## src/rtl/fwd_hazard_unit.sv

```systemverilog
// EX-stage forward selects and decode stall from EX/MEM/WB slots plus a per-register mul scoreboard.
// Outputs are combinational (zero latency); stall is the only back-pressure, holding decode while EX takes a bubble.
module fwd_hazard_unit #(
  parameter int REG_AW   = 5,
  parameter int MUL_LAT  = 4,
  parameter int MUL_PIPE = 0
) (
  input  logic              clk,
  input  logic              rst_n,
  input  logic              id_valid,
  input  logic [REG_AW-1:0] id_rs,
  input  logic [REG_AW-1:0] id_rt,
  input  logic              id_use_rs,
  input  logic              id_use_rt,
  input  logic              id_is_store,
  input  logic              id_is_load,
  input  logic              id_is_mul,
  input  logic              id_wr,
  input  logic [REG_AW-1:0] id_dest,
  input  logic              flush,
  output logic              stall,
  output logic [1:0]        fwd_a,
  output logic [1:0]        fwd_b,
  output logic [1:0]        fwd_st,
  output logic              mul_busy
);

  localparam int   NREGS      = 2 ** REG_AW;
  localparam int   CW         = $clog2(MUL_LAT + 1);
  localparam logic SERIAL_MUL = (MUL_PIPE == 0);

  typedef struct packed {
    logic              valid;
    logic              wr;
    logic              load;
    logic              store;
    logic              use_rs;
    logic              use_rt;
    logic [REG_AW-1:0] dest;
    logic [REG_AW-1:0] rs;
    logic [REG_AW-1:0] rt;
  } ex_slot_t;

  // Downstream slots only keep what forwarding compares against.
  typedef struct packed {
    logic              valid;
    logic              wr;
    logic              load;
    logic [REG_AW-1:0] dest;
  } mem_slot_t;

  typedef struct packed {
    logic              valid;
    logic              wr;
    logic [REG_AW-1:0] dest;
  } wb_slot_t;

  ex_slot_t         r_ex;
  mem_slot_t        r_mem;
  wb_slot_t         r_wb;
  logic [CW-1:0]    r_cnt [NREGS];

  ex_slot_t         w_id_slot;
  logic             w_rt_used;
  logic             w_busy;
  logic             w_load_use;
  logic             w_mul_stall;
  logic             w_stall;
  logic             w_issue;
  logic             w_mul_issue;
  logic             w_set;

  function automatic logic [1:0] fwd_src(input logic [REG_AW-1:0] s,
                                         input mem_slot_t m,
                                         input wb_slot_t w);
    logic [1:0] sel;
    sel = 2'd0;
    if (s != '0) begin
      if (m.valid && m.wr && !m.load && m.dest == s) sel = 2'd1;
      else if (w.valid && w.wr && w.dest == s)      sel = 2'd2;
    end
    return sel;
  endfunction

  assign w_id_slot = '{valid: 1'b1, wr: id_wr, load: id_is_load, store: id_is_store,
                       use_rs: id_use_rs, use_rt: id_use_rt,
                       dest: id_dest, rs: id_rs, rt: id_rt};

  assign w_rt_used = id_use_rt | id_is_store;

  always_comb begin
    w_busy = 1'b0;
    for (int i = 0; i < NREGS; i++) begin
      if (r_cnt[i] != '0) w_busy = 1'b1;
    end
  end

  assign w_load_use  = r_ex.valid & r_ex.load & (r_ex.dest != '0) &
                       ((id_use_rs & (r_ex.dest == id_rs)) |
                        (w_rt_used & (r_ex.dest == id_rt)));
  assign w_mul_stall = (id_use_rs & (r_cnt[id_rs] != '0)) |
                       (w_rt_used & (r_cnt[id_rt] != '0)) |
                       (id_wr & (r_cnt[id_dest] != '0)) |
                       (id_is_mul & SERIAL_MUL & w_busy);
  assign w_stall     = id_valid & ~flush & (w_load_use | w_mul_stall);
  assign w_issue     = id_valid & ~w_stall & ~flush;
  assign w_mul_issue = w_issue & id_is_mul;
  assign w_set       = w_mul_issue & id_wr & (id_dest != '0);

  always_comb begin
    stall    = w_stall;
    mul_busy = w_busy;
    fwd_a    = 2'd0;
    fwd_b    = 2'd0;
    fwd_st   = 2'd0;
    if (r_ex.valid && r_ex.use_rs) fwd_a  = fwd_src(r_ex.rs, r_mem, r_wb);
    if (r_ex.valid && r_ex.use_rt) fwd_b  = fwd_src(r_ex.rt, r_mem, r_wb);
    if (r_ex.valid && r_ex.store)  fwd_st = fwd_src(r_ex.rt, r_mem, r_wb);
  end

  // Muls bypass the EX/MEM/WB slots entirely; their result is tracked only by the scoreboard.
  always_ff @(posedge clk or negedge rst_n) begin
    if (!rst_n) begin
      r_ex  <= '0;
      r_mem <= '0;
      r_wb  <= '0;
    end else begin
      r_ex  <= (w_issue && !id_is_mul) ? w_id_slot : '0;
      r_mem <= '{valid: r_ex.valid, wr: r_ex.wr, load: r_ex.load, dest: r_ex.dest};
      r_wb  <= '{valid: r_mem.valid, wr: r_mem.wr, dest: r_mem.dest};
    end
  end

  always_ff @(posedge clk or negedge rst_n) begin
    if (!rst_n) begin
      for (int i = 0; i < NREGS; i++) r_cnt[i] <= '0;
    end else begin
      for (int i = 0; i < NREGS; i++) begin
        if (w_set && id_dest == REG_AW'(i)) r_cnt[i] <= CW'(MUL_LAT);
        else if (r_cnt[i] != '0)           r_cnt[i] <= r_cnt[i] - CW'(1);
      end
    end
  end

endmodule

```

## config.mk

```make
export PLATFORM = sky130hd
export DESIGN_NAME = fwd_hazard_unit
export DESIGN_NICKNAME = d
export VERILOG_FILES = /design/src/rtl/fwd_hazard_unit.sv
export SDC_FILE = /design/constraint.sdc
export NUM_CORES = 1
export LEC_CHECK = 0
export ABC_AREA = 1
export CAP_MARGIN = 40
export CORE_MARGIN = 2
export CORE_UTILIZATION = 44
export CTS_CLUSTER_SIZE = 25
export DETAILED_ROUTE_END_ITERATION = 8
export PLACE_DENSITY = 0.59
export SLEW_MARGIN = 10
export SYNTH_ARGS = -nofsm -noshare
export SYNTH_HDL_FRONTEND = slang
export SYNTH_SLANG_ARGS = --single-unit
```

## constraint.sdc

```tcl
create_clock -name clk -period 9.3 [get_ports clk]
set_input_delay 2.79 -clock clk [delete_from_list [all_inputs] [get_ports clk]]
set_output_delay 2.79 -clock clk [all_outputs]
set_load 0.02 [all_outputs]
```

**Yosys cells after proc, flatten, opt, wreduce, memory -nomap -nowiden**

Index checks and enable logic that the tools add are counted.

- Logic and storage cells: 379
- Output and inout bits: 8
- Register bits after elaboration: 132
- Input bits: 25

- Equality and inequality tests: 37
- $lt $le $gt $ge: 3
- $add $sub $neg: 32
- Reductions and logical operators: 117
- Bitwise operators: 27
- Multiplexer cells: 115

Operators by type and width:

| kind | number |
|---|---|
| two-way mux 3 bit | 70 |
| nonzero test 3 bit | 35 |
| subtractor 3 x 1 -> 3 bit, second input constant | 32 |
| equality test 5 bit, second input constant | 16 |
| nonzero test 2 bit | 32 |
| binary-select mux 3 bit (select 5 bit) | 3 |
| logical AND 1 bit | 43 |
| equality test 5 x 4 -> 1 bit, second input constant | 8 |
| two-way mux 1 bit | 32 |
| equality test 5 bit | 6 |
| two-way mux 21 bit | 1 |
| equality test 5 x 3 -> 1 bit, second input constant | 4 |
| nonzero test 5 bit | 4 |
| >= comparator 6 bit, second input constant | 3 |
| two-way mux 2 bit | 9 |
| NOT 5 -> 6 bit | 3 |
| bitwise AND 1 bit | 16 |
| equality test 5 x 2 -> 1 bit, second input constant | 2 |
| OR 1 bit | 6 |
| equality test 5 x 1 -> 1 bit, second input constant | 1 |
| zero test 5 bit | 1 |
| zero test 1 bit | 2 |
| NOT 1 bit | 2 |

**Longest topological paths before layout**

Gate-level depths: netlist of the first run.

- Depth in word-level cells: 45
- Gate-level depth with buffers: 17
- Mapped depth without buffers: 15

**Least setup slack after synthesis of the first run**

OpenSTA, ideal clock, no wires.

- Path type: in2out
- From: input id_rt[1]
- To: output stall
- Required time: 6.510 ns
- Buffers on the path: 3
- Stages: 15
- Path slack: 1.992 ns
- Arrival time: 4.518 ns
- Cells stage by stage: buf_2 inv_2 buf_2 a21oi_1 o21ai_0 a21oi_1 nor2_1 nand2_1 nand2_1 nand2_1 nand2_1 nor2_1 nor2_4 buf_2 nor3_1

- Longest elaborated chain between the ends: 11
- Elaborated cells on any way between the ends: 15
- Those cells by class: eq/ne (1); mux (3); bitwise (10); reduce/logical (1)

Ends and longest elaborated chain:

| element | line | text |
|---|---|---|
| start: declaration | 12 | `input logic [REG_AW-1:0] id_rt,` |
| NOT 5 -> 6 bit (not written as such) | 102 | `(w_rt_used & (r_cnt[id_rt] != '0)) \|` |
| binary-select mux 3 bit (select 5 bit) | 102 |  |
| two-way mux 3 bit (not written as such) (2 in series) | 102 |  |
| nonzero test 3 bit | 102 |  |
| bitwise AND 1 bit | 102 |  |
| OR 1 bit | 101 | `assign w_mul_stall = (id_use_rs & (r_cnt[id_rs] != '0)) \|` |
| OR 1 bit | 102 |  |
| OR 1 bit | 103 | `(id_wr & (r_cnt[id_dest] != '0)) \|` |
| OR 1 bit (*) | 105 | `assign w_stall = id_valid & ~flush & (w_load_use \| w_mul_stall);` |
| bitwise AND 1 bit (*) | 105 |  |
| end: declaration | 21 | `output logic stall,` |

Every way passes the cells marked *; elsewhere a longest branch is shown, timed or not. The select of a mux whose other input is x is not followed.

**Worst setup path after layout of the first run**

- From: input id_dest[0]
- To: output stall

- Longest elaborated chain between the ends: 10

Ends and longest elaborated chain:

| element | line | text |
|---|---|---|
| start: declaration | 19 | `input logic [REG_AW-1:0] id_dest,` |
| NOT 5 -> 6 bit (not written as such) | 103 |  |
| binary-select mux 3 bit (select 5 bit) | 103 |  |
| two-way mux 3 bit (not written as such) (2 in series) | 103 |  |
| nonzero test 3 bit | 103 |  |
| bitwise AND 1 bit | 103 |  |
| OR 1 bit | 102 |  |
| OR 1 bit | 103 |  |
| OR 1 bit | 105 |  |
| bitwise AND 1 bit | 105 |  |

No other way between the ends. The select of a mux whose other input is x is not followed.

==> results of run 1 <==
==> where the power goes <==
| group | switching [mW] | internal, mW | total (mW) |
|---|---|---|---|
| logic | 0.807 | 0.446 | 1.25 |
| clock network | 0.273 | 0.404 | 0.677 |
| registers | 0.195 | 0.804 | 1.00 |
==> sequential cells by signal, summed over array words and instances (netlist names) <==
register  flops
r_wb          7
r_mem         8
r_cnt        96
r_ex         21
==> cells by family after synthesis <==
| group | after synthesis | synth area share |
|---|---|---|
| AO/OA/AOI/OAI | 122 | 0.07455 |
| XOR/XNOR | 59 | 0.05853 |
| adder cells (fa/ha/maj) | 64 | 0.09070 |
| buffers and inverters | 232 | 0.1030 |
| flip-flops | 132 | 0.3741 |
| AND/OR/NAND/NOR | 609 | 0.2990 |
==> layer usage <==
layer | wire length [um] | vias to the layer above | GRT usage
met4 | 408 | 0 | 0.06324
met2 | 11210 | 298 | 0.3782
met1 | 11970 | 3672 | 0.3498
met3 | 1672 | 35 | 0.04859
li1 | - | 3934 | -
met5 | 0 | - | 0
==> cell type report <==
class,count,share of cell area
multi-input combinational,854,0.4612
sequential,132,0.3299
inverter,197,0.07385
clock buffer,18,0.04386
timing repair buffer,44,0.04311
tap,265,0.03311
clock inverter,14,0.01499
==> path summary, 6_finish.rpt <==
check	from	cells past startpoint	end
worst min register to register	r_ex[19]	0	r_mem[6]
min in group asynchronous	rst_n	1	r_wb[6]
worst max-delay path	id_dest[0]	16	stall
max in group asynchronous	rst_n	2	r_cnt[42]
worst max register to register	r_cnt[0]	15	r_ex[3]
worst min-delay path	r_ex[19]	0	r_mem[6]
==> metrics by stage <==
stage	worst slack [ps]	cells	hold WS [ps]	power, mW	cell area [um2]
3_3_place_gp	826.8	1491	339.2	2.226	9397
6_report	799.4	1524	347.2	2.929	10010
2_1_floorplan	1992	1218	331.2	1.890	8828
3_5_place_dp	829.4	1492	334.7	2.245	9424
5_1_grt	537.8	1524	373.8	3.202	10010
4_1_cts	803.3	1524	348.2	2.935	10010
==> cells in the mapped netlist, drive strengths merged <==
cell	count	share of area
nand2	259	0.11
inv	196	0.083
nor2	154	0.067
dfrtp	132	0.37
nand3	88	0.050
ha	64	0.091
o21ai	64	0.036
xor2	56	0.056
nor3	48	0.027
nand4	42	0.030
a21oi	36	0.020
buf	22	0.014
clkbuf	13	0.0055
nor4	9	0.0064
a21o	8	0.0068
o22ai	7	0.0050
nand3b	4	0.0038
o211ai	4	0.0034
or2	3	0.0021
xnor2	3	0.0030
a221oi	1	0.00099
a31oi	1	0.00071
clkinv	1	0.00042
nor3b	1	0.00085
o311ai	1	0.00099
or4	1	0.00085
==> layout by cell type (no fill, tap or decap), types with 2 or more instances in the layout <==
cell	instances
o22ai_1	7
inv_6	5
nand3b_1	3
clkinvlp_4	3
a21o_1	8
clkbuf_16	17
inv_2	2
nor2_1	151
nor3_1	48
xnor2_1	3
buf_4	11
nand4_1	42
o21ai_0	63
or2_2	3
nor4_1	9
dfrtp_1	132
nand2_1	256
a21oi_1	36
nand2_2	3
o211ai_1	4
xor2_1	56
clkdlybuf4s50_1	31
clkinv_2	3
nor2_2	2
ha_1	64
bufinv_16	2
inv_1	194
nand3_1	87
==> impl_summary.md, run 1 <==
Status
The flow ran to the end, and the final reports show no timing, DRC or antenna violations.

Global route
The first-pass GRT wire length is roughly 40 mm. The total overflow left after global routing is 0. The number of global-route vias before repair is around 7500. The number of antenna violations at the first check in global routing is 0. The largest net degree at the start of global routing is between 70 and 80.

In the global route stage, overall resource usage came out at 0.2438.

Critical path
The category of the most critical setup path is input pin to output port. STA classifies the critical path endpoint as an output port. The cell seen most often among critical-path stages is nand2_1. At the worst endpoint, the required time is 6510 ps. Together, buffers and inverters on the worst path number 4. The category of the worst setup path launch point is an input pin. In this design, the stage delay of the slowest critical-path cell is 760 ps.

The peak fanout along the critical path is 17. The cell family contributing the most delay on the critical path is buffers and inverters. The arrival time reported for the critical path endpoint is about 5700 ps. Among all stages on the critical path, the largest delay is contributed by clkdlybuf4s50_1. Walking the worst path, the cells encountered are clkdlybuf4s50_1 > nand2_2 > inv_1 > nand2_1 > nand2_1 > nor2_1 > nand2_1 > nand2_1 > nand2_1 > inv_1 > nand3_1 > nand3_1 > nand3_2 > nor2_4 > nor3_1 > clkdlybuf4s50_1.

The minimum setup slack among reg-to-reg paths is 5690 ps.

Placed design
The final HPWL from detailed placement is 18.81 mm. The count of input and output buffers is 32. Routability-driven placement finished with a final weighted congestion of 0.9486.

Drt
The remaining number of nets flagged by the antenna check after routing is 0. In the final routed layout, each cell accounts on average for 16.57 um. The DRC violations left is 0. The routed layout has 7939 vias.

The first routing iteration left 675 violations. In the routed layout, each cell is associated on average with a via count of 5.209. The detailed-router iteration count before antenna repair is 5. The final wirelength is 25.26 mm.

Finish
In the final layout, the share of cells above drive strength 1 is 0.04607. Summing all flip-flop and latch instances after layout gives 3303 um2. For this run, the share of the core covered by cells in the final layout is 0.5111.

After the last flow step, the layout net total stands at approximately 1300. Compared with the post-synthesis result, the final layout area differs by 13.42%. The repair_antennas step left the layout with diodes totalling 0.

The area of the multi-input gates is between 4000 and 5000 um2. The fill cell total of the finished layout is 1951.

Synth
The count of distinct cell types in the synthesized netlist is 35. The number of nets handed over by synthesis was 1307. Counting flops and latches in the post-synthesis netlist gives 132. Dividing the synthesized area by the synthesized cell count gives 7.248 um2.

The fraction of the yosys area taken by sequential cells is 0.3741. The warning count from the yosys run is 0. The synthesized cell area is 8828 um2. Synthesis handed over a netlist of between 1000 and 1500 instances.

CTS
After clock tree synthesis, the repair step resized 0 gates. The buffers inserted during post-CTS setup optimization is 0. The deepest level of the CTS H-tree is 4. The clock net in this run drives a total of roughly 130 sinks. The maximum buffer depth of the clock tree is 2. The clock insertion delay at the later pin of the skew report is 430 ps. The count of hold buffers inserted by post-cts repair is 0. Clock-pin slew was measured on the worst setup and hold paths at roughly 60 ps. Buffers inserted during clock tree synthesis total 17. The TritonCTS clock tree is yes. The root buffer cell is clkbuf_16.

Die
The number of cell rows is 51. The initial core utilization is 0.4507. The placeable core region is ~20000 um2. The die covers 21210 um2. The number of top-level design ports is 33. The die is 145.7 um tall. The die outline width is approximately 150 um.

Job
The number of max-capacitance violations reported is 0.

STA
Setup repair after global routing left no endpoint under its margin. The number of failing hold endpoints at the final stage is 0. In the final timing run, aggregate negative setup slack is 0 ps. The number of max-slew violations in the final report is 0.

The final critical-path required period is 8501 ps. Based on the critical path, the design can be clocked at up to 117.6 MHz. In this run the tightest slew margin relative to its limit is 0.4511.

At the pin with the least slew margin, the transition time is just over 800 ps. Setup violations remaining at the end of the flow were counted as 0. The clock skew is 11.29 ps.

The fraction of the cycle the final worst path needs is 0.9140.

Pwr
The total leakage power is roughly 5.2 nW. The peak supply drop is 136.4 uV. The total power density per cell area is 292.6 nW/um2.

Min path
The classification of the worst-slack hold path is flop to flop.
No activity file was read; power rests on OpenSTA's default activity.
==> inputs of run 2 (changes only) <==
Settings changed: CORE_UTILIZATION 44 to 60, PLACE_DENSITY 0.59 to 0.77.
==> run 2 against run 1 <==
- via count is 4.0% higher
- critical endpoint unchanged
- power shrank 0.21%
- combinational power about the same
- global-route usage up 8.1 points
- sequential power barely moved
- sequential cell count is the same
==> impl_summary.md, run 2 (synthesis results as in run 1) <==
Pwr
The peak supply drop is 154.8 uV. The switching power share of the total is 0.4411. The combinational cell fraction of total power is 0.430.

In this run the static leakage power is 5.199 nW. The total power density per cell area is 295.0 nW/um2. The switching component of the power is roughly 1.3 mW. The internal power is 1.634 mW.

The fraction of power consumed by sequential logic is 0.342. The share of total power dissipated in the clock network is 0.229.

Finish
The fill cell total of the finished layout is 1228. At the end of the flow, the number of nets in the layout was 1334. In the layout the commonest cells are nand2_1 (256), inv_1 (194), nor2_1 (151).

The share of layout cells above drive strength 1 is 0.04531. The largest registers in the layout are r_cnt x96, r_ex x21, r_mem x8. The layout overhead on the synthesized area is 12.26%. Leaving out filler cells and counting taps, the final layout contains 1443. The register with the most flip-flops in the layout has 96 of them. The area occupied by registers is 3303 um2. The register ranked first by flip-flop count is r_cnt.

The library cell used most frequently in the layout, excluding fill and tap cells, is nand2_1. The area of the multi-input gates is between 4000 and 5000 um2.

Critical path
The worst setup path is launched from an input pin. The number of buffer and inverter instances along the worst setup path is 4. The peak fanout along the critical path is 17.

The delay of the slowest cell on the worst path is 750 ps. Traced cell by cell, the critical path runs through clkdlybuf4s50_1 > nand2_2 > inv_1 > nand2_1 > nand2_1 > nor2_1 > nand2_1 > nand2_1 > nand2_1 > inv_1 > nand3_1 > nand3_1 > nand3_2 > nor2_4 > nor3_1 > clkdlybuf4s50_1. By instance count, the cell type seen most on the critical path is nand2_1. The standard cell with the maximum stage delay on the critical path is clkdlybuf4s50_1.

The kind of cell with the highest combined delay along the critical path is buffers and inverters. The category of the most critical setup path is input pin to output port. The data required time of the worst path is around 6500 ps. For the worst setup path, the data arrival time is 5670 ps.

The kind of end point of the critical path is an output port.

Placed design
Once placement completed, the tool counted placed cells totaling between 1000 and 1500. The global placement routability congestion is 0.9708. The final HPWL from detailed placement is 17.53 mm. The count of buffers added on input and output ports is 32. The worst setup timing slack at the placement stage is 906.6 ps.

Drt
The remaining number of nets flagged by the antenna check after routing is 0. For this run, design rule violations remaining after detail routing come to 0. The number of DRC markers in iteration 0 is 962. The average wire per cell in the routed design is 17.03 um.

The total vias in the final route is 8259. Using the TritonRoute via totals, the vias-per-cell ratio works out to roughly 5.7. After detailed routing, the total wire length is 24.58 mm.

The detailed-router iteration count before antenna repair is 7.

Die
The number of top-level design ports is 33. The placeable core region is around 14000 um2. The floorplan has 44 rows. Measured along the y axis, the die boundary spans between 100 and 150 um. The initial core utilization is 0.6097. The floorplan step defined a die boundary enclosing 15700 um2. The die outline width is roughly 130 um.

STA
The fraction of the cycle the final worst path needs is 0.9097. The worst path in the final design needs a cycle of 8461 ps, including I/O delays and setup. The number of max-slew violations in the final report is 0. Setup slack on the critical path of the routed design comes to 839.4 ps.

For the pin with the worst max-slew slack, the measured transition is about 670 ps. Setup repair after global routing left no endpoint under its margin. The timing-limited maximum frequency is approximately 120 MHz. Clock skew on the completed layout was measured at 9.723 ps. The number of failing hold endpoints at the final stage is 0. The worst slew margin relative to its limit is 0.5546. Adding up every negative setup slack in the final design gives 0 ps.

The worst hold slack across all endpoints is 350.1 ps. Setup violations remaining at the end of the flow were counted as 0.

CTS
The buffers inserted during post-CTS setup optimization is 0. The clock reaches the later pin of the worst-skew pair after 440 ps. The count of hold buffers inserted by post-cts repair is 0. The quantity of gates resized following cts is 0. The deepest level of the CTS H-tree is 4. The maximum buffer depth of the clock tree is 2. The TritonCTS clock tree is yes. Counting every sink on the clock net gives about 130. In this run, CTS created clock tree buffers numbering 17. CTS placed an instance of clkbuf_16 at the clock tree root. After clock tree synthesis, the clock-pin slew on the worst setup and hold paths is 60 ps.

Global route
The number of antenna violations at the first check in global routing is 1. The first-pass GRT wire length is 40.14 mm. Entering global routing, the biggest net connects 67 pins. For this run, the total global-route usage over all layers was measured as 0.3249. Summed over all layers, the global routing overflow is 0. The number of global-route vias before repair is 7902.

Job
The number of max-capacitance violations reported is 0.

Status
The run finished with clean final reports.

Min path
The classification of the worst-slack hold path is flop to flop.
run 2: cell count changes in the layout (fill, tap and decap cells not counted), sizes merged:
cell	previous run	this run
clkinvlp	3	2
clkinv	5	7
buf	13	12
diode	0	1
bufinv	2	1
run 2: power groups by stage:
stage	clock (mW)	sequential, mW	combinational, mW
after floorplan	0	0.948	0.942
after global routing	0.699	1.02	1.46
final	0.669	0.998	1.26
after detailed placement	0	0.998	1.23
after CTS	0.673	0.992	1.25
after global placement	0	0.992	1.18
run 2: area by class of cell:
cell class | instances | share of cell area
timing repair buffer | 43 | 0.04356
clock buffer | 18 | 0.04431
antenna | 1 | 0.0002525
sequential | 132 | 0.3333
clock inverter | 14 | 0.01477
multi-input combinational | 854 | 0.4660
inverter | 197 | 0.07461
tap | 184 | 0.02323
run 2: worst reg2reg max path: stages, from the launching register on:
cell and delay (ps):
dfrtp_1 390, inv_1 170, ha_1 180, inv_1 40, nor2_1 370, nand2_1 100, nor3_1 140, nand2_1 130
nor3_1 270, nand2_1 130, a21oi_1 180, nand3_2 110, nor2_4 120, buf_4 350, nand3b_2 450, nor2_1 340
run 2: final timing paths:
kind / to / from / cells after the start / slack, ps
max: stall / id_dest[0] / 16 / 840
min: r_mem[6] / r_ex[19] / 0 / 350
max reg2reg: r_ex[4] / r_cnt[0] / 15 / 5740
min reg2reg: r_mem[6] / r_ex[19] / 0 / 350
max in group asynchronous: r_cnt[29] / rst_n / 3 / 6020
min in group asynchronous: r_cnt[78] / rst_n / 1 / 2310
run 2: through the flow:
| step | total power, mW | area, um2 | utilization |
|---|---|---|---|
| detailed placement | 2.227 | 9323 | 0.6439 |
| CTS | 2.915 | 9908 | 0.6843 |
| floorplan | 1.890 | 8828 | - |
| finish | 2.923 | 9911 | 0.6845 |
| global placement | 2.177 | 9280 | 0.6409 |
| global route | 3.183 | 9908 | 0.6843 |
run 2: routing by layer:
layer / track usage / part of all wire
met5: 0 / 0
met4: 0.1569 / 0.047
met3: 0.07445 / 0.096
met2: 0.5032 / 0.45
met1: 0.4335 / 0.41
==> inputs of run 3 (changes only) <==
Settings changed: SKIP_LAST_GASP from default to 1, SLEW_MARGIN 10 to 15.
==> run 3 against run 2 <==
- cell count stayed put
- cell area is 0.19% higher
- sequential share of layout area is 0.063 points lower
- die area stayed put
- utilization is 0.13 points higher
- setup slack better by 29 ps
- via count hardly changed
- power is 1.0% higher
- largest cell class unchanged
- largest power group unchanged
==> impl_summary.md, run 3 (synthesis results as in run 1) <==
CTS
The number of setup buffers added after CTS is 0. The clock insertion delay at the later pin of the skew report is 430 ps. The root buffer cell is clkbuf_16.

After clock tree synthesis, the clock-pin slew on the worst setup and hold paths is 50 ps. The TritonCTS clock tree is yes. The CTS sink count is 132. Once the clock tree was built, the resizer swapped 0 gates to a different size.

The TritonCTS buffer count is 17. The maximum buffer depth of the clock tree is 2. The count of hold buffers inserted by post-cts repair is 0. In this run the number of H-tree levels came out at 4.

Global route
The number of antenna violations at the first check in global routing came to 1. The largest net degree at the start of global routing is 64. The number of global-route vias before repair came to about 8100. The first global-routing pass estimated 39.72 mm of wire. The total routing resource utilization after global routing is 0.3213. The total global routing overflow is 0.

Critical path
For the worst setup path, the data required time is 6510 ps. Data arrives at the worst endpoint at 5640 ps. The peak fanout along the critical path is 11.

The worst setup path is launched from an input pin. The worst setup path is of the input pin to output port kind. The worst setup path is captured at an output port.

Finish
The library cells used most frequently in the layout, excluding fill and tap cells, are nand2_1 (256), inv_1 (194), nor2_1 (151). The layout overhead on the synthesized area is 12.47%. The flip-flop count of the largest register after layout is 96. In the final layout, the registers with the most flip-flops are r_cnt x96, r_ex x21, r_mem x8. The register ranked first by flip-flop count is r_cnt. The fill cell total of the finished layout is 1241. The final non-filler cell total is 1443. The layout net count is about 1300.

Leaving out fill and tap cells, the most frequent cell in the layout is nand2_1. Of the cells placed in the final design, the portion with a size suffix greater than 1 is 0.04372.

Drt
The mean number of vias per cell is around 5.7. The detailed router finished its first iteration with around 860 violations. The detailed-routed wire length on met3 is 2.559 mm. The detailed router put a total of 9.833 mm of wire on met1.

The detailed-router iteration count before antenna repair is 6. Across all layers, the routed design uses between 8000 and 9000 vias. In this run the top signal layer used is met5. In the routed design, unresolved DRC markers number 0.

After detailed routing, the average wire length per cell comes to 16.91 um. The met2 wire length is 10.88 mm. The final wirelength is 24.40 mm. The remaining number of nets flagged by the antenna check after routing is 0.

STA
The actual slew at the worst max-slew pin is between 600 and 700 ps. For the final database, setup skew stands at ~11 ps. In the finished design, the share of the clock period the worst path needs comes to 0.9066.

The total setup violations reported at the end of the flow is 0. The worst path in the final design needs a cycle of 8432 ps, including I/O delays and setup. The worst slew margin relative to its limit is 0.5483. Setup repair after global routing left no endpoint under its margin. The final setup TNS is 0 ps. Timing would allow up to 118.6 MHz. The number of max-slew violations in the final report is 0.

The number of failing hold endpoints at the final stage is 0.

Status
The flow ran to the end, and the final reports show no timing, DRC or antenna violations.

Placed design
Summed over all nets, the half-perimeter wirelength after detailed placement is 17.55 mm. Routability-driven placement finished with a final weighted congestion of 0.9708. Input and output buffers added on the ports amount to 32. The number of cells after detailed placement is 1410.

Die
The number of cell rows is 44. The die area is approximately 16000 um2. The number of top-level design ports is 33. The die outline width is 125.3 um. The die is 125.3 um tall. The initial core utilization is 0.6097.

After floorplanning, the core was sized to cover 14480 um2.

Pwr
The worst-case IR drop observed on VDD is 232.3 uV. The total power density per cell area is about 300 nW/um2. The total leakage power is around 5.2 nW.

Min path
In this run the worst hold path is classified as flop to flop.

Job
The tool flagged a number of max-cap violations equal to 0.
==> run 3: path summary, 6_finish.rpt <==
| path | from | depth (start not counted) | to | slack, ps |
|---|---|---|---|---|
| hold / removal | r_ex[19] | 0 | r_mem[6] | 350 |
| setup / recovery | id_dest[0] | 16 | stall | 870 |
| setup reg to reg | r_cnt[0] | 15 | r_ex[10] | 5800 |
| max in group asynchronous | rst_n | 3 | r_cnt[0] | 5990 |
| min in group asynchronous | rst_n | 1 | r_cnt[80] | 2320 |
| hold reg to reg | r_ex[19] | 0 | r_mem[6] | 350 |
==> run 3: critical path, stage by stage <==
cell	delay (ps)
clkdlybuf4s50_1	740
inv_1	170
nor2_1	430
nand2_1	100
nand2_1	80
nor2_1	40
nand2_1	50
nand2_1	40
nand2_1	80
inv_1	40
nand3_1	50
nand3_1	80
nand3_2	110
nor2_4	40
nor3_1	150
clkdlybuf4s50_1	640
==> run 3: final cells by class <==
cell class,instances,area [um2],share of cell area
multi-input combinational,854,4618,0.4651
sequential,132,3303,0.3327
inverter,197,739.5,0.07447
clock buffer,19,432.9,0.04360
timing repair buffer,43,431.7,0.04347
tap,184,230.2,0.02319
clock inverter,13,171.4,0.01726
antenna,1,2.502,0.0002520
==> run 3: metal layers <==
metal	track usage	vias up
li1	-	3928
met1	0.4121	3771
met2	0.5019	450
met3	0.08772	103
met4	0.1634	2
met5	0	-
==> run 3: metrics by stage <==
| stage | utilization | instance area [um2] | hold WS [ps] | power [mW] | setup slack [ps] |
|---|---|---|---|---|---|
| 6_report | 0.6858 | 9930 | 347.0 | 2.953 | 868.5 |
| 5_1_grt | 0.6856 | 9927 | 370.4 | 3.217 | 687.4 |
| 4_1_cts | 0.6856 | 9927 | 347.2 | 2.945 | 925.2 |
| 3_5_place_dp | 0.6439 | 9323 | 334.7 | 2.224 | 940.4 |
| 3_3_place_gp | 0.6409 | 9280 | 333.3 | 2.177 | 1046 |
| 2_1_floorplan | - | 8828 | 331.2 | 1.890 | 1992 |
==> run 3: report_power, final <==
group | total [mW] | internal, mW | switching [mW]
clock | 0.694 | 0.426 | 0.269
combinational | 1.26 | 0.449 | 0.813
sequential | 0.998 | 0.804 | 0.194
total | 2.95 | 1.68 | 1.27
==> patch 1: new RTL, settings of run 1 <==
The parameter `MUL_LAT` goes from 4 to 8.
--- a/src/rtl/fwd_hazard_unit.sv
+++ b/src/rtl/fwd_hazard_unit.sv
@@ -2,7 +2,7 @@
 // Outputs are combinational (zero latency); stall is the only back-pressure, holding decode while EX takes a bubble.
 module fwd_hazard_unit #(
   parameter int REG_AW   = 5,
-  parameter int MUL_LAT  = 4,
+  parameter int MUL_LAT  = 8,
   parameter int MUL_PIPE = 0
 ) (
   input  logic              clk,
Check against the original RTL: not equivalent (a bounded check fails within 10 cycles, from zero or initial values and one cycle with rst_n low).
==> patch 1 against run 1 <==
Worst setup slack got worse by 0.12 ns; highest routed layer unchanged; utilization decreased by 0.93 points; cell area increased by 17%; sequential cell count increased by 32; routed wire length increased by 15%; power increased by 19%; area after synthesis increased by 17%; first-iteration DRC count increased by 23%.
==> patch 1: results (changes against run 1) <==
Drt
  • Total iterations of the first detailed-routing run: 7 (+2)
  • Drt initial violations: 830 (+23%)
  • Routed metal-1 wirelength: 13.5 mm (+13%)
  • Final WL: 29.0 mm (+15%)
  • Metal3 WL: 1.74 mm (+3.9%)
  • Met2 WL: 13.2 mm (+18%)
  • DR vias: 9186 (+16%)

Setup path
  • Reg2reg end: r_ex[5]
  • Largest stage delay, worst path: 0.72 ns (-0.04 ns)
  • Worst Reg2Reg Path Length in Cells: 14 (-1)
  • CP startpoint: id_rs[1]
  • R2R Setup Slk: 5.48 ns (-0.21 ns)

Cells and area
  • Non-clock buffer total of the final layout: 49 (+11%)
  • Multi-input gate area: 0.00531 mm^2 (+15%)
  • Multi-input gates: 990 (+16%)
  • Inverters: 194 (-1.5%)
  • Seq cells: 164 (+24%)
  • Sequential share of cell area: 0.352 (+0.0216)
  • Top Registers: r_cnt (128), r_ex (21), r_mem (8)
  • Clock buffer cells: 19 (+1)
  • Clk tree area frac: 0.0544 (-0.00441)

Synth
  • Post-synthesis xor/xnor area fraction: 0.0619 (+0.00336)
  • Post-synthesis compound-gate area fraction: 0.0880 (+0.0135)
  • Commonest cells in the synthesized netlist: nand2_1 (328), inv_1 (180), dfrtp_1 (164)
  • Post-synthesis cell type count: 37 (+5.7%)
  • Post-synthesis sequential area ratio: 0.397 (+0.0231)
  • Adder-cell area share of the yosys netlist: 0.0751 (-0.0156)
  • Top cells by area, synth: dfrtp_1 (40%), nand2_1 (12%), ha_1 (7.5%)

GRT
  • Number of global-route vias before repair: 8570 (+15%)
  • GR Layer Usage met1: 0.356 (+0.00647)
  • Met2 Resource Use GR: 0.383 (+0.00504)
  • Total Routing Usage GR: 0.247 (+0.00339)
  • Global-route track usage on met3: 0.0443 (-0.00426)
  • First-pass GRT wire length: 47.0 mm (+16%)

Outcome
  • Status: completed

Placement
  • Post-place setup slack: 0.714 ns (-0.116 ns)
  • GP Congestion: 0.932 (-1.8%)
  • Hpwl dp: 21.6 mm (+15%)

Power
  • Sw power: 1450 uW (+14%)
  • Leak: 0.00577 uW (+11%)
  • Combinational fraction of design power: 0.419 (-0.009)
  • Maximum vdd drop: 0.137 mV (+0.28%)
  • Clock Power Share: 0.222 (-0.009)

Timing
  • Layout Skew: 0.0101 ns (-0.00116 ns)
  • Worst slew pin tran: 0.853 ns (+0.0323 ns)
  • Min Tclk post-route: 8.62 ns (+0.117 ns)
==> patch 1: cell count changes in the layout (fill, tap and decap cells not counted), sizes merged, moves of 9 or more <==
cell / change
xnor2: +31
dfrtp: +32
inv: -9
xor2: -17
nand3: +15
nand4: +9
o31ai: +21
nand2: +70
==> patch 1: worst min path at each step <==
stage,from,to,slack [ns],cells after the start
6_report,r_ex[19],r_mem[6],0.34,0
2_1_floorplan,r_ex[19],r_mem[6],0.33,0
3_5_place_dp,r_ex[19],r_mem[6],0.33,0
5_1_grt,r_ex[19],r_mem[6],0.35,0
3_3_place_gp,r_ex[19],r_mem[6],0.33,0
4_1_cts,r_ex[19],r_mem[6],0.34,0
==> patch 1: cell families (layout without fill, tap and decap cells) <==
group,Yosys count,in the layout
XOR/XNOR,73,73
flip-flops,164,164
AO/OA/AOI/OAI,161,161
buffers and inverters,231,273
AND/OR/NAND/NOR,694,694
adder cells (fa/ha/maj),62,62
==> patch 2: new RTL, flow settings as in run 1 <==
Made on the original files. Reset style: synchronous (`rst_n`), changed in 2 clocked blocks.
--- a/src/rtl/fwd_hazard_unit.sv
+++ b/src/rtl/fwd_hazard_unit.sv
@@ -119,7 +119,7 @@
   end
 
   // Muls bypass the EX/MEM/WB slots entirely; their result is tracked only by the scoreboard.
-  always_ff @(posedge clk or negedge rst_n) begin
+  always_ff @(posedge clk) begin
     if (!rst_n) begin
       r_ex  <= '0;
       r_mem <= '0;
@@ -131,7 +131,7 @@
     end
   end
 
-  always_ff @(posedge clk or negedge rst_n) begin
+  always_ff @(posedge clk) begin
     if (!rst_n) begin
       for (int i = 0; i < NREGS; i++) r_cnt[i] <= '0;
     end else begin
Behaviour: differs if rst_n is asserted again (counterexample within 4 cycles, from zero or initial values and one cycle with rst_n low); with rst_n held inactive, the same outputs for 4 cycles.
==> patch 2 against run 1 <==
Utilization shrank 1.1 points; cell area grew 0.32%; final cell count shrank 2.6%; area after synthesis grew 1.7%; routed wire length shrank 2.3%; critical path depth shrank 1; sequential cell count is the same; power shrank 0.74%; fmax shrank 0.25%; worst setup slack lost 0.021 ns; synthesized cell count shrank 3.4%; critical path type unchanged; largest cell class unchanged; highest routed layer unchanged.
==> patch 2: results (changes against run 1) <==
Cells and area
  • Top Registers: r_cnt (96), r_ex (21), r_mem (8)
  • Fillcell total: 2001 (+2.6%)
  • Diode count: 0 (unchanged)
  • Nets: 1291 (-3.3%)
  • Share of cells above drive strength 1: 0.0675 (+0.0214)

Synth
  • Post-synth ARST share: 0 (-1.00)
  • Post-synthesis sequential area ratio: 0.401 (+0.0272)
  • Top FF cell, synth: edfxtp_1
  • Post-synth EDFFs: 96 (+96)
  • Post-synthesis cell type count: 45 (+29%)
  • Top cells by area, synth: edfxtp_1 (32%), nand2_1 (12%), ha_1 (8.9%)
  • Commonest cells in the synthesized netlist: nand2_1 (284), nor2_1 (179), inv_1 (177)
  • YS warnings: 0 (unchanged)

Drt
  • WL/cell: 16.6 um (+0.29%)
  • DR vias: 7691 (-3.1%)
  • Drt initial violations: 682 (+1.0%)
  • Total iterations of the first detailed-routing run: 6 (+1)

Setup path
  • Largest stage delay, worst path: 0.79 ns (+0.03 ns)
  • Delay-heaviest family, CP: buffers and inverters
  • CP Max Fanout: 8 (-9)
  • Crit path max-delay cell type: clkdlybuf4s50_1
  • Critical path data arrival time: 5.73 ns (+0.02 ns)
  • Worst Reg2Reg Path Length in Cells: 18 (+3)

GRT
  • Total Routing Usage GR: 0.239 (-0.00452)
  • Largest net degree at the start of global routing: 42 (-45%)
  • First-pass GRT wire length: 40.0 mm (-1.1%)
  • Number of global-route vias before repair: 7539 (+1.1%)
  • Initial antenna violation count: 0 (unchanged)

Clock tree
  • CTS H-tree depth: 4 (unchanged)
  • Worst-path clk slew: 0.06 ns (about the same)
  • Clock Latency Late Sink: 0.44 ns
  • # Post-CTS Setup Buffers: 0 (unchanged)
  • Clock Tree Buf Depth: 2 (unchanged)
  • Post-CTS Resized: 0 (unchanged)
  • Root Driver: clkbuf_16
  • CTS Buf Count: 17 (unchanged)

Timing
  • Worst slew pin tran: 0.815 ns (-0.00556 ns)
  • Layout Skew: 0.0112 ns (-0.0000488 ns)

Power
  • Maximum vdd drop: 0.161 mV (+18%)
  • Leak: 0.00465 uW (-11%)

Worst hold path
  • Min-delay worst type: reg2reg
  • WHS Path Cells: 2 (+2)

Outcome
  • Status: completed

Placement
  • IO Port Bufs: 32 (unchanged)
  • GP Congestion: 0.995 (+4.9%)
  • Post-place setup slack: 0.809 ns (-0.0201 ns)
  • Hpwl dp: 18.2 mm (-3.1%)
-- patch 2: cell types whose count changed after synthesis, moves of 28 or more --
cell,delta
dfrtp_1,-132
dfxtp_1,+36
edfxtp_1,+96
nand2_1,+28
nand4_1,-30
nor3_1,-34
o21ai_0,-47
xor2_1,-36
-- patch 2: stage by stage --
step	cell area, um^2	total power (uW)	util	cells
5_1_grt	10000	3150	0.500	1485
3_3_place_gp	9490	2240	0.472	1453
4_1_cts	10000	2910	0.500	1485
6_report	10000	2910	0.500	1485
2_1_floorplan	8980	1930	-	1176
3_5_place_dp	9490	2260	0.472	1453
-- patch 2: area by class of cell --
type                       count  area share
clock buffer                  19      0.0462
clock inverter                13     0.00934
inverter                     186      0.0710
multi-input combinational    827       0.445
sequential                   132       0.359
tap                          270      0.0336
timing repair buffer          38      0.0359
-- patch 2: cells by family after synthesis --
kind of cell | after synthesis | share of synthesized area
simple gates | 626 | 0.308
buf+inv | 217 | 0.100
flops | 132 | 0.401
compound gates | 96 | 0.0615
fa+ha+maj | 64 | 0.0892
xor+xnor | 41 | 0.0400
-- patch 2: metal layers --
metal	global-route usage	part of all wire	wire, um
met4	0.102	0.034	841
met2	0.392	0.47	11500
met5	0	0	0
met1	0.312	0.44	10900
met3	0.0441	0.057	1420
-- patch 2: final timing paths --
check                                   from  slack, ns      endpoint
worst min register to register      r_ex[19]       0.43      r_mem[6]
worst max-delay path              id_dest[0]       0.78         stall
worst max register to register  r_cnt[27][0]       5.66  r_cnt[25][0]
worst min-delay path                r_ex[19]       0.43      r_mem[6]
-- patch 2: report_power, final --
group | switching, uW | internal [uW] | leakage, uW | total (uW)
Combinational | 790 | 423 | 0.00301 | 1210
Sequential | 139 | 914 | 0.00135 | 1050
Clock | 275 | 366 | 0.000284 | 641
